==> config.mk <==
export PLATFORM = sky130hd
export DESIGN_NAME = sliding_window_sched
export DESIGN_NICKNAME = d
export VERILOG_FILES = /design/src/rtl/sliding_window_sched.sv
export SDC_FILE = /design/constraint.sdc
export NUM_CORES = 1
export LEC_CHECK = 0
export CORE_MARGIN = 5
export CORE_UTILIZATION = 35
export DETAILED_ROUTE_END_ITERATION = 8
export GPL_TIMING_DRIVEN = 0
export PLACE_DENSITY_LB_ADDON = 0.15
export SETUP_SLACK_MARGIN = 0.5
export SYNTH_ARGS = -nofsm -noshare
export SYNTH_HDL_FRONTEND = slang
export SYNTH_SLANG_ARGS = --single-unit
==> constraint.sdc <==
create_clock -name clk -period 1.64 [get_ports clk]
set_input_delay 0.246 -clock clk [delete_from_list [all_inputs] [get_ports clk]]
set_output_delay 0.246 -clock clk [all_outputs]
set_load 0.03 [all_outputs]
==> src/rtl/sliding_window_sched.sv <==
// rtl/sliding_window_sched.sv - raster-stream sequencer for a KxK sliding-window line buffer
// Optional perf counters (perf_frames, perf_stalls): define SLIDING_WINDOW_SCHED_PERF_EN
module sliding_window_sched #(
  parameter int KERNEL_SIZE = 3,
  parameter int ROW_WIDTH   = 800,
  parameter int COL_HEIGHT  = 600,
  parameter int WORD_SIZE   = 8,
  localparam int ROW_BITS   = (COL_HEIGHT > 1) ? $clog2(COL_HEIGHT) : 1,
  localparam int COL_BITS   = (ROW_WIDTH > 1) ? $clog2(ROW_WIDTH) : 1
) (
  input  logic                        clk,
  input  logic                        reset,
  input  logic                        in_valid,
  output logic                        in_ready,
  input  logic signed [WORD_SIZE-1:0] in_pixel,
  input  logic                        in_sof,
  output logic                        win_shift,
  output logic signed [WORD_SIZE-1:0] win_pixel,
  output logic                        win_reset,
  output logic                        out_valid,
  input  logic                        out_ready,
  output logic [ROW_BITS-1:0]         out_row,
  output logic [COL_BITS-1:0]         out_col,
  output logic                        frame_done,
  output logic                        sof_err
`ifdef SLIDING_WINDOW_SCHED_PERF_EN
  ,
  output logic [15:0]                 perf_frames,
  output logic [31:0]                 perf_stalls
`endif
);

  localparam logic [ROW_BITS-1:0] LAST_ROW = ROW_BITS'(COL_HEIGHT - 1);
  localparam logic [COL_BITS-1:0] LAST_COL = COL_BITS'(ROW_WIDTH - 1);
  localparam logic [ROW_BITS-1:0] K_ROW    = ROW_BITS'(KERNEL_SIZE - 1);
  localparam logic [COL_BITS-1:0] K_COL    = COL_BITS'(KERNEL_SIZE - 1);
  // A kernel taller than the image never yields a window.
  localparam logic                HAS_WIN  = (KERNEL_SIZE <= COL_HEIGHT);

  typedef enum logic [1:0] {IDLE, STREAM, DRAIN, ABORT} state_t;

  state_t              state, state_next;
  logic [ROW_BITS-1:0] row;
  logic [COL_BITS-1:0] col;
  logic                at_last, in_window, pop, sof_clash;

  assign win_pixel = in_pixel;
  assign at_last   = (row == LAST_ROW) && (col == LAST_COL);
  assign in_window = HAS_WIN && (row >= K_ROW) && (col >= K_COL);
  assign pop       = out_valid & out_ready;
  assign sof_clash = (state == STREAM) & in_valid & in_sof;

  always_comb begin
    state_next = state;
    in_ready   = 1'b0;
    win_shift  = 1'b0;
    win_reset  = 1'b0;
    frame_done = 1'b0;
    unique case (state)
      IDLE: begin
        in_ready  = 1'b1;
        win_shift = in_valid & in_sof;
        if (win_shift) state_next = at_last ? DRAIN : STREAM;
      end
      STREAM: begin
        in_ready  = ~in_sof & (~out_valid | out_ready);
        win_shift = in_valid & in_ready;
        if (sof_clash)                 state_next = ABORT;
        else if (win_shift && at_last) state_next = DRAIN;
      end
      DRAIN: begin
        if (~out_valid | out_ready) begin
          frame_done = 1'b1;
          win_reset  = 1'b1;
          state_next = IDLE;
        end
      end
      ABORT: begin
        win_reset  = 1'b1;
        state_next = IDLE;
      end
      default: state_next = IDLE;
    endcase
  end

  always_ff @(posedge clk) begin
    if (reset) begin
      state     <= IDLE;
      row       <= '0;
      col       <= '0;
      out_valid <= 1'b0;
      out_row   <= '0;
      out_col   <= '0;
      sof_err   <= 1'b0;
    end else begin
      state <= state_next;
      // Counters are zero in IDLE, so the sof pixel lands at (0,0) through the normal advance.
      if (win_reset) begin
        row <= '0;
        col <= '0;
      end else if (win_shift) begin
        if (col == LAST_COL) begin
          col <= '0;
          row <= row + 1'b1;
        end else begin
          col <= col + 1'b1;
        end
      end
      if (sof_clash) begin
        out_valid <= 1'b0;
      end else if (win_shift && in_window) begin
        out_valid <= 1'b1;
        out_row   <= row;
        out_col   <= col;
      end else if (pop) begin
        out_valid <= 1'b0;
      end
      if (sof_clash) sof_err <= 1'b1;
    end
  end

`ifdef SLIDING_WINDOW_SCHED_PERF_EN
  always_ff @(posedge clk) begin
    if (reset) begin
      perf_frames <= '0;
      perf_stalls <= '0;
    end else begin
      if (frame_done) perf_frames <= perf_frames + 1'b1;
      if ((state == STREAM) && in_valid && !in_ready && (perf_stalls != '1))
        perf_stalls <= perf_stalls + 1'b1;
    end
  end
`endif

endmodule

==> impl_metrics.tcl, run 1 <==
set metrics [dict create \
    routed_wl_um 5230 \
    whs_path_depth 2 \
    vias 1849 \
    place_inst 341 \
    fin_crit_ns 1.77 \
    peakVddDrop_uv 448 \
    die_w_um 86.8 \
    setup_viol 39 \
    overflow 0 \
    ys_warn_count 0 \
    port_buffers 37 \
    met2WireLength_um 2570 \
    worstPathArrival_ns 2.01 \
    diodes 0 \
    synthAdderAreaFrac_pct 2.42 \
    grt_usage_pct 13.5 \
    synthCells 229 \
    gp_congestion 0.794 \
    slew_viol_final 0 \
    maxUsedRoutingLayer "met4" \
    firstDrtPassIters 4 \
    tightest_slew_ns 0.477 \
    area_delta_synth_final_pct 50.3 \
    drive_gt1_share_pct 41.0 \
    dieHeight_um 86.8 \
    start_util_pct 35.5 \
    dr_wl_met3_um 247 \
    path_max_fanout 6 \
    violations "negative setup slack" \
    cts_tree "built" \
    htreeDepth 2 \
    syn_area_um2 2070 \
    final.setup.worst_slack_ns -0.130 \
    synth_compound_area_share_pct 6.36 \
    synth_edf_count 0 \
    fin_crit_sh_pct 108 \
    synth_top_family_by_area "simple AND/OR/NAND/NOR gates" \
    wl_per_cell_um 13.7 \
    clock-skew-final_ns 0.00910 \
    power_leakage_uw 0.00144 \
    max_slew_margin_pct 68.2 \
    met1_length_um 2360 \
    nets 323 \
    synthSimpleGateAreaFrac_pct 27.3 \
    syn_avg_cell_area_um2 9.02 \
    worstSetupPathType "flop to flop" \
    numCtsBuffers 5 \
    clock-sinks 44 \
    drt-vias-per-instance 4.84 \
    dieArea_um2 7540 \
    grt_pass1_vias 1666 \
    grt_max_degree 15 \
    dpl_worst_slack_ns -0.911 \
    rsz0062_at_grt "yes" \
    synth_xor_area_share_pct 5.51 \
    drc 0 \
    cp-start-kind "flop" \
    maxCapViolations 0 \
    ctsRootBufferMaster "clkbuf_8" \
    fin_cells 382 \
    ys_seq_elements 44 \
    synthMuxAreaShare_pct 9.69 \
    power_density_nw_per_um2 718 \
    grt_pass1_wl_um 8120 \
    hold_buffers 0 \
    drt_iter0_drc 103 \
    async_flop_share_pct 0 \
    antenna_found_initial 0 \
    fin_total_pwr_uw 2230 \
    clkLatencyLatePin_ns 0.30 \
    postRouteAntennaNets 0 \
    clock_path_buffers 2 \
    run_status "complete, but fails checks" \
    coreArea_um2 5820 \
    dp_hpwl_um 3460 \
    std_cell_rows 28 \
    ys.flop_type "dfxtp_1" \
    hold_viol_final 0 \
    required_ns 1.88 \
    worstSetupEndpointType "flop" \
    synth.net_count 246 \
    clk_pin_slew_worst_paths_ns 0.09 \
    hp-class "primary input to flop" \
    seq_area_frac_synth_pct 42.6 \
    clock.fmax_mhz 565 \
    yosysUniqueCellTypes 40 \
    ioPinCount 47 \
    worstRegToRegCells 7 \
]
-- layout make-up --
type                    count  area [um2]
plain buffers              20         195
clock buffers               7         108
clock inverters             1        8.76
fillers                   550        2710
inverters                   4        15.0
multi-input cells         161        1230
flip-flops and latches     44         903
well taps                  75        93.8
repair buffers             70         549
-- metrics by stage --
stage          hold WS (ns)  setup TNS [ns]  area, um2  utilization [%]
2_1_floorplan         0.461         -0.0146       2210                -
3_3_place_gp          0.456          -13.40       2670             46.0
3_5_place_dp          0.471          -14.41       2670             46.0
4_1_cts               0.318           -2.07       2860             49.2
5_1_grt               0.328           -6.29       3110             53.4
6_report              0.324           -2.24       3110             53.4
-- final timing paths --
path	slack (ns)	start	end
worst max-delay path	-0.13	col[0]	row[8]
worst min-delay path	0.32	reset	out_row[0]
worst max register to register	-0.13	col[0]	row[8]
worst min register to register	0.48	sof_err	sof_err
-- synth_stat cells, drive strengths merged (4+ instances only) --
library cell	number	area [um2]
dfxtp	44	881
xor2	7	61.3
nand3	6	30.0
nand2	5	18.8
nor2	43	161
ha	4	50.1
clkbuf	7	26.3
xnor2	6	52.6
inv	4	15.0
mux2i	20	200
buf	13	85.1
nor2b	5	31.3
a21oi	5	25.0
nand4	12	90.1
nor3	7	46.3
or3	4	30.0
and3	6	40.0
-- timing repair --
item / 4_1_cts / 5_1_grt
pin swaps: 14 / 13
resized for setup: 170 / 34
setup buffers: 14 / 16
hold endpoints to repair: 0 / 0
gates cloned: 1 / 2
endpoints found under the setup margin: 78 / 49
-- power breakdown --
part	internal [uW]	total [uW]	leakage, uW	switching, uW
Clock	437	810	0.0000596	373
Sequential	1080	1100	0.000360	19.3
Combinational	166	323	0.00102	157
Total	1680	2230	0.00144	549
-- cells in the final DEF, fill, tap and decap left out, types with 3 or more instances in the layout --
| cell | instances |
|---|---|
| buf_6 | 15 |
| inv_1 | 4 |
| nor2_1 | 35 |
| buf_2 | 21 |
| a21oi_1 | 4 |
| a211oi_2 | 3 |
| xor2_1 | 7 |
| buf_8 | 3 |
| clkbuf_8 | 8 |
| nand2_1 | 5 |
| clkbuf_1 | 3 |
| mux2i_1 | 20 |
| dfxtp_1 | 36 |
| dlygate4sd2_1 | 11 |
| dfxtp_2 | 3 |
| buf_4 | 31 |
| xnor2_1 | 5 |
| nand4_1 | 11 |
| or3_1 | 3 |
| nor3_1 | 6 |
| nand3_1 | 6 |
| nor2_2 | 6 |
| dfxtp_4 | 5 |
| and3_1 | 4 |
-- routing by layer --
| metal | up-vias | GRT usage, % |
|---|---|---|
| met1 | 870 | 17.6 |
| met4 | 0 | 4.25 |
| met5 | - | 0 |
| met2 | 36 | 21.9 |
| met3 | 5 | 3.52 |
| li1 | 938 | - |
-- cell families (layout without fill, tap and decap cells) --
logic type / Yosys count / after routing
AND/OR/NAND/NOR: 104 / 104
AO/OA/AOI/OAI: 20 / 20
multiplexers: 20 / 20
buffers and inverters: 24 / 102
adder cells (fa/ha/maj): 4 / 4
XOR/XNOR: 13 / 13
flip-flops: 44 / 44
-- worst max-delay path: stages, from the launching register on --
cell and delay [ns]:
dfxtp_4 0.39, ha_4 0.14, nand4_1 0.14, nor3_4 0.33
buf_6 0.16, nand4_4 0.09, or3_1 0.32, a21oi_1 0.14
-- sequential cells by signal, summed over array words and instances, names as in the netlist --
name,count
sof_err,1
out_row,10
out_col,10
row,10
out_valid,1
col,10
state,2
(Power assumes the default switching activity.)
==> run 2: changes to the inputs <==
--- a/config.mk
+++ b/config.mk
@@ -8,9 +8,11 @@
 export CORE_MARGIN = 5
 export CORE_UTILIZATION = 35
 export DETAILED_ROUTE_END_ITERATION = 8
+export GPL_ROUTABILITY_DRIVEN = 1
 export GPL_TIMING_DRIVEN = 0
 export PLACE_DENSITY_LB_ADDON = 0.15
 export SETUP_SLACK_MARGIN = 0.5
+export SLEW_MARGIN = 40
 export SYNTH_ARGS = -nofsm -noshare
 export SYNTH_HDL_FRONTEND = slang
 export SYNTH_SLANG_ARGS = --single-unit
==> results of run 2 <==
Final layout, timing and power as in run 1 (identical DEF).
